===== src/rtl/prime_gen_if.sv =====
// ---------------------------------------------------------------------------
// prime_gen_if -- request/stream bundle for the prime generator.
//
// Signals
//   start     : request to stream every prime <= limit
//   limit     : 8-bit unsigned upper bound, captured when start is accepted
//   out_ready : consumer accepts the presented prime when high with out_valid
//   busy      : generator is not idle
//   out_valid : prime carries a valid prime
//   prime     : current prime value
//   done      : one-cycle pulse at the end of a stream
//
// Modports
//   master : requester/consumer side (drives start, limit, out_ready)
//   slave  : generator side (drives busy, out_valid, prime, done)
// ---------------------------------------------------------------------------
interface prime_gen_if;
  logic       start;
  logic [7:0] limit;
  logic       out_ready;
  logic       busy;
  logic       out_valid;
  logic [7:0] prime;
  logic       done;

  modport master (
    output start,
    output limit,
    output out_ready,
    input  busy,
    input  out_valid,
    input  prime,
    input  done
  );

  modport slave (
    input  start,
    input  limit,
    input  out_ready,
    output busy,
    output out_valid,
    output prime,
    output done
  );
endinterface


===== src/rtl/prime_gen.sv =====
// ---------------------------------------------------------------------------
// prime_gen -- streams every prime from 2 up to a captured limit, in
// ascending order, over a valid/ready handshake. Primality is tested by
// trial division where each division is done by repeated subtraction, one
// subtraction per clock.
//
// Ports
//   clk   : single clock, all state changes on the rising edge
//   rst_n : synchronous active-low reset
//   bus   : prime_gen_if.slave (start, limit, out_ready in;
//           busy, out_valid, prime, done out)
// ---------------------------------------------------------------------------
module prime_gen (
  input  logic        clk,
  input  logic        rst_n,
  prime_gen_if.slave  bus
);

  typedef enum logic [2:0] {
    S_IDLE,
    S_TEST_INIT,
    S_DIV,
    S_EMIT,
    S_ADVANCE,
    S_DONE
  } state_t;

  state_t     state_q, state_d;
  logic [7:0] lim_q,   lim_d;
  logic [7:0] cand_q,  cand_d;
  logic [4:0] div_q,   div_d;
  logic [7:0] rem_q,   rem_d;
  logic [7:0] prime_q, prime_d;
  logic       busy_q,  busy_d;
  logic       valid_q, valid_d;
  logic       done_q,  done_d;

  // Next divisor and its square. The divisor never exceeds 16 for an
  // 8-bit candidate, so 5 bits and a 10-bit square are enough.
  logic [4:0] div_inc;
  logic [9:0] inc_sq;
  logic [7:0] div_ext;

  assign div_inc = div_q + 5'd1;
  assign inc_sq  = {5'd0, div_inc} * {5'd0, div_inc};
  assign div_ext = {3'd0, div_q};

  always_comb begin
    state_d = state_q;
    lim_d   = lim_q;
    cand_d  = cand_q;
    div_d   = div_q;
    rem_d   = rem_q;

    case (state_q)
      S_IDLE: begin
        if (bus.start) begin
          lim_d   = bus.limit;
          cand_d  = 8'd2;
          state_d = (bus.limit >= 8'd2) ? S_TEST_INIT : S_DONE;
        end
      end

      S_TEST_INIT: begin
        div_d   = 5'd2;
        rem_d   = cand_q;
        state_d = (10'd4 > {2'd0, cand_q}) ? S_EMIT : S_DIV;
      end

      S_DIV: begin
        if (rem_q >= div_ext) begin
          rem_d = rem_q - div_ext;
        end else if (rem_q == 8'd0) begin
          // Exact division: composite, skip to the next candidate.
          state_d = S_ADVANCE;
        end else begin
          div_d   = div_inc;
          rem_d   = cand_q;
          state_d = (inc_sq > {2'd0, cand_q}) ? S_EMIT : S_DIV;
        end
      end

      S_EMIT: begin
        if (bus.out_ready) begin
          state_d = S_ADVANCE;
        end
      end

      S_ADVANCE: begin
        // Stop on equality so a limit of 255 never wraps the candidate.
        if (cand_q == lim_q) begin
          state_d = S_DONE;
        end else begin
          cand_d  = cand_q + 8'd1;
          state_d = S_TEST_INIT;
        end
      end

      S_DONE: begin
        state_d = S_IDLE;
      end

      default: begin
        state_d = S_IDLE;
      end
    endcase

    // Outputs are registered and decoded from the upcoming state so they
    // line up with the state register.
    busy_d  = (state_d != S_IDLE);
    valid_d = (state_d == S_EMIT);
    done_d  = (state_d == S_DONE);
    prime_d = (state_d == S_EMIT) ? cand_d : prime_q;
  end

  always_ff @(posedge clk) begin
    if (!rst_n) begin
      state_q <= S_IDLE;
      lim_q   <= 8'd0;
      cand_q  <= 8'd0;
      div_q   <= 5'd0;
      rem_q   <= 8'd0;
      prime_q <= 8'd0;
      busy_q  <= 1'b0;
      valid_q <= 1'b0;
      done_q  <= 1'b0;
    end else begin
      state_q <= state_d;
      lim_q   <= lim_d;
      cand_q  <= cand_d;
      div_q   <= div_d;
      rem_q   <= rem_d;
      prime_q <= prime_d;
      busy_q  <= busy_d;
      valid_q <= valid_d;
      done_q  <= done_d;
    end
  end

  assign bus.busy      = busy_q;
  assign bus.out_valid = valid_q;
  assign bus.prime     = prime_q;
  assign bus.done      = done_q;

endmodule

===== src/flat_wrapper.sv =====
// flat-port wrapper written by rule: the top's interface ports become plain ports
module prime_gen_flat 
  (clk, rst_n, bus_start, bus_limit, bus_out_ready, bus_busy, bus_out_valid, bus_prime, bus_done);
  prime_gen_if bus_i ();
  input  logic clk;
  input  logic rst_n;
  input wire logic [$bits(bus_i.start)-1:0] bus_start;
  input wire logic [$bits(bus_i.limit)-1:0] bus_limit;
  input wire logic [$bits(bus_i.out_ready)-1:0] bus_out_ready;
  output wire logic [$bits(bus_i.busy)-1:0] bus_busy;
  output wire logic [$bits(bus_i.out_valid)-1:0] bus_out_valid;
  output wire logic [$bits(bus_i.prime)-1:0] bus_prime;
  output wire logic [$bits(bus_i.done)-1:0] bus_done;
  assign bus_i.start = bus_start;
  assign bus_i.limit = bus_limit;
  assign bus_i.out_ready = bus_out_ready;
  assign bus_busy = bus_i.busy;
  assign bus_out_valid = bus_i.out_valid;
  assign bus_prime = bus_i.prime;
  assign bus_done = bus_i.done;
  prime_gen u_core (.clk(clk), .rst_n(rst_n), .bus(bus_i));
endmodule

===== config.mk =====
export PLATFORM = sky130hd
export DESIGN_NAME = prime_gen_flat
export DESIGN_NICKNAME = d
export VERILOG_FILES = /design/src/rtl/prime_gen_if.sv /design/src/rtl/prime_gen.sv /design/src/flat_wrapper.sv
export SDC_FILE = /design/constraint.sdc
export NUM_CORES = 1
export LEC_CHECK = 0
export ABC_AREA = 0
export CAP_MARGIN = 20
export CORE_MARGIN = 5
export CORE_UTILIZATION = 60
export CTS_CLUSTER_DIAMETER = 60
export DETAILED_ROUTE_END_ITERATION = 7
export GPL_ROUTABILITY_DRIVEN = 0
export PLACE_DENSITY_LB_ADDON = 0.2
export SLEW_MARGIN = 40
export SYNTH_ARGS = -nofsm -noshare
export SYNTH_HDL_FRONTEND = slang
export SYNTH_SLANG_ARGS = --single-unit

===== constraint.sdc =====
create_clock -name clk -period 9.4 [get_ports clk]
set_input_delay 2.82 -clock clk [delete_from_list [all_inputs] [get_ports clk]]
set_output_delay 2.82 -clock clk [all_outputs]
set_load 0.03 [all_outputs]

==> results.md <==
* Initial antenna violation count at 0
* Port Buffers at 22
* Met2 WL at between 3 and 4 mm
* CTS Root Cell: clkbuf_8
* Die footprint at 6555 um2
* RSZ-0062 raised after global routing: no
* GR Util All Layers at between 20% and 30%
* Post-CTS Setup Bufs at 0
* Slew Limit Fails at 0
* Post-synthesis async set-or-reset flop share at 0%
* CTS tree: built
* Vias/cell at between 5 and 6
* Syn Inst Count at 363
* Yosys reg bits at 43
* First-pass GRT wire length at approximately 12 mm
* H-tree Lvls at 2
* Max clock buf depth at 2
* Yosys warnings at 0
* Worst setup margin at between 3000 and 4000 ps
* Sw Share at between 30% and 40%
* R2r setup slk at between 3000 and 4000 ps
* Post-layout nets at 424
* DR WL met3 at roughly 430 um
* Worst setup EP type: flop
* Drt pass-1 iters at 4
* Clock sink count at 43
* Vias at about 2.7k
* Vias in the first global route at between 2k and 2.5k
* Outcome: finished, final reports clean
* Reg power frac at 36.9%
* Core ar. at approximately 4800 um2
* Crit Reg-Reg Endpoint: u_core.bus.prime[1]
* Synthesis-to-layout area growth at 13.17%
* Largest net degree at the start of global routing at 25
* Mapped Area at a little over 3000 um2
* Worst Setup Path Type: reg -> reg
* Cell Count, Final, Fillers Out at 450
* Ant. Diodes at 0
* P per Cell Area at about 170 nW/um2
* Initial Util at between 60% and 70%
* Comb pwr share at between 30% and 40%
* Crit path DAT at ~5800 ps
* Die Width at just over 80 um
* Fin Clk Skew at 6.282 ps
* Predominant post-synthesis flop cell: dfxtp_1
* Period minus WS final at 5570 ps
* Post-synth EDFFs at 0
* Met1 wire length at approximately 3.3 mm
* CP required at around 9600 ps
* Wire per inst at between 15 and 20 um
* Slew HR at 55.53%
* Final period util at between 50 and 60%
* Die H at between 80 and 90 um
* DRT antenna net count at 0
* Sw Pwr at roughly 0.23 mW
* Worst r2r path cells at 21
* Rows at 25
* DRC at 0
* Yosys cell types at 66
* Layout cells sized above 1 at ~6.3%
* Tightest Hold Check Type: reg -> reg
* CTS Hold Bufs at 0
* Routed WL at around 7 mm
* Placement Setup Slack at slightly below 4000 ps
* Reg2reg start: u_core.div_q[0]
* Max Cap Viol at 0
* Setup-failing EPs final at 0
* Fmax achieved at 179.5 MHz
* Startpoint types: flop
* Final Util at a little under three quarters
* Cell Int Power at 0.3690 mW
* Max VDD drop at between 150 and 200 uV
* Final Hold Fails at 0
* CTS Buf Count at 5
* Least-Margin Pin Slew at ~670 ps
* Top-level I/O count at 23
* Cts repair resizes at 0
* Setup TNS at 0 ps
* Post-Syn Nets at between 400 and 500
* Leak Pwr at around 1.4 nW
* Worst Path Max Fanout at 11
* CTS clk-pin slew, worst paths at approximately 90 ps
* Synthesized area per cell at between 8 and 9 um2
* Fin Hold WS at 459.1 ps
* Worst-Skew Late Latency at roughly 300 ps
* Post-synthesis sequential area ratio at 28.49%
* Crit path launch: u_core.div_q[0]
* # placed instances at about 440
* GR Overflow Total at 0
* Top Metal Used: met4
* Drt first-iter violations at around 160
* Clock power share at about 26%
* CP Capture Point: u_core.bus.prime[1]
* Hpwl dp at 5.062 mm
==> final cells by class <==
class,instances,area (um2)
well taps,67,83.83
fillers,414,1398
clock buffers,5,68.82
multi-input cells,279,2018
inverters,30,112.6
clock inverters,3,47.55
repair buffers,23,227.7
flip-flops and latches,43,860.8
==> flip-flops by register name (all words and copies together) (netlist names) <==
name / cells
u_core.bus.prime: 8
u_core.cand_q: 8
u_core.lim_q: 8
u_core.rem_q: 8
u_core.div_q: 5
u_core.state_q: 3
u_core.bus.busy: 1
u_core.bus.done: 1
u_core.bus.out_valid: 1
==> power groups by stage <==
stage	clock network (mW)	registers, mW	logic [mW]
2_1_floorplan	0	0.222	0.166
3_3_place_gp	0	0.222	0.212
3_5_place_dp	0	0.223	0.218
4_1_cts	0.154	0.218	0.220
5_1_grt	0.165	0.223	0.246
6_report	0.153	0.220	0.223
==> synth_stat cells, types with 3 or more instances <==
cell type	count	area share [%]
a211oi_1	3	0.75
a21oi_1	20	3.3
a31oi_1	7	1.4
and2_1	5	1.0
and3_1	3	0.62
clkbuf_1	10	1.2
dfxtp_1	43	28
fa_1	3	2.0
ha_1	27	11
inv_1	28	3.5
mux2i_1	15	5.0
nand2_1	53	6.6
nand3_1	11	1.8
nand3b_1	5	1.2
nand4_1	3	0.62
nor2_1	17	2.1
nor2b_1	7	1.4
nor3_1	3	0.50
nor4_1	7	1.4
o2111ai_1	4	1.2
o211ai_1	6	1.5
o21a_1	4	0.99
o21ai_0	10	1.7
o31a_1	3	0.87
xnor2_1	13	3.8
==> stage by stage <==
stage	power [mW]	instance area, um2
floorplan	0.3882	3022
global placement	0.4340	3291
detailed placement	0.4410	3294
CTS	0.5930	3411
global route	0.6343	3420
finish	0.5968	3420
==> critical path, stage by stage (launching register included) <==
cell,delay (ps)
dfxtp_1,580
ha_1,320
nand3_1,120
xnor2_1,420
nor2_1,120
inv_1,110
fa_1,410
fa_1,520
inv_1,40
ha_1,270
a21o_1,160
ha_1,350
nand2_1,70
o21ai_0,200
xor2_1,170
ha_1,280
a211oi_1,220
o31ai_1,110
o221a_1,250
a211oi_4,270
o21ai_4,150
mux2_4,320
==> worst min path at each step <==
stage / start / endpoint / slack, ps / cells after the start
after CTS: u_core.bus.prime[5] / u_core.bus.prime[5] / 460 / 2
after detailed placement: u_core.bus.prime[5] / u_core.bus.prime[5] / 450 / 2
after global routing: u_core.bus.prime[0] / u_core.bus.prime[0] / 490 / 2
after floorplan: u_core.rem_q[6] / u_core.rem_q[6] / 450 / 2
after global placement: u_core.bus.prime[7] / u_core.bus.prime[7] / 450 / 2
final: u_core.bus.prime[5] / u_core.bus.prime[5] / 460 / 2
==> kinds of logic after synthesis <==
| logic type | count (synthesis) | synth area share (%) |
|---|---|---|
| and+or+nand+nor | 135 | 23.06 |
| AOI/OAI and AO/OA | 81 | 19.42 |
| DFF | 43 | 28.49 |
| buffers and inverters | 41 | 5.134 |
| adders and majority gates | 30 | 13.17 |
| muxes | 17 | 5.838 |
| xor gates and xnor gates | 16 | 4.886 |
==> metal layers <==
layer | vias to the layer above | GRT usage [%]
li1 | 1337 | -
met1 | 1250 | 33.22
met2 | 74 | 34.56
met3 | 11 | 4.102
met4 | 0 | 5.912
met5 | - | 0
==> cell usage in the layout (no fill, tap or decap), types with 5 or more instances in the layout <==
cell / n
dfxtp_1: 43
and2_1: 5
ha_1: 27
nor2b_1: 7
nand3b_1: 5
clkdlybuf4s50_1: 22
nand2_1: 53
a31oi_1: 7
nor2_1: 17
o21ai_0: 10
o211ai_1: 6
inv_1: 28
xnor2_1: 13
nand3_1: 11
mux2i_1: 15
clkbuf_8: 5
nor4_1: 7
a21oi_1: 20
No activity file was read; power rests on OpenSTA's default activity.
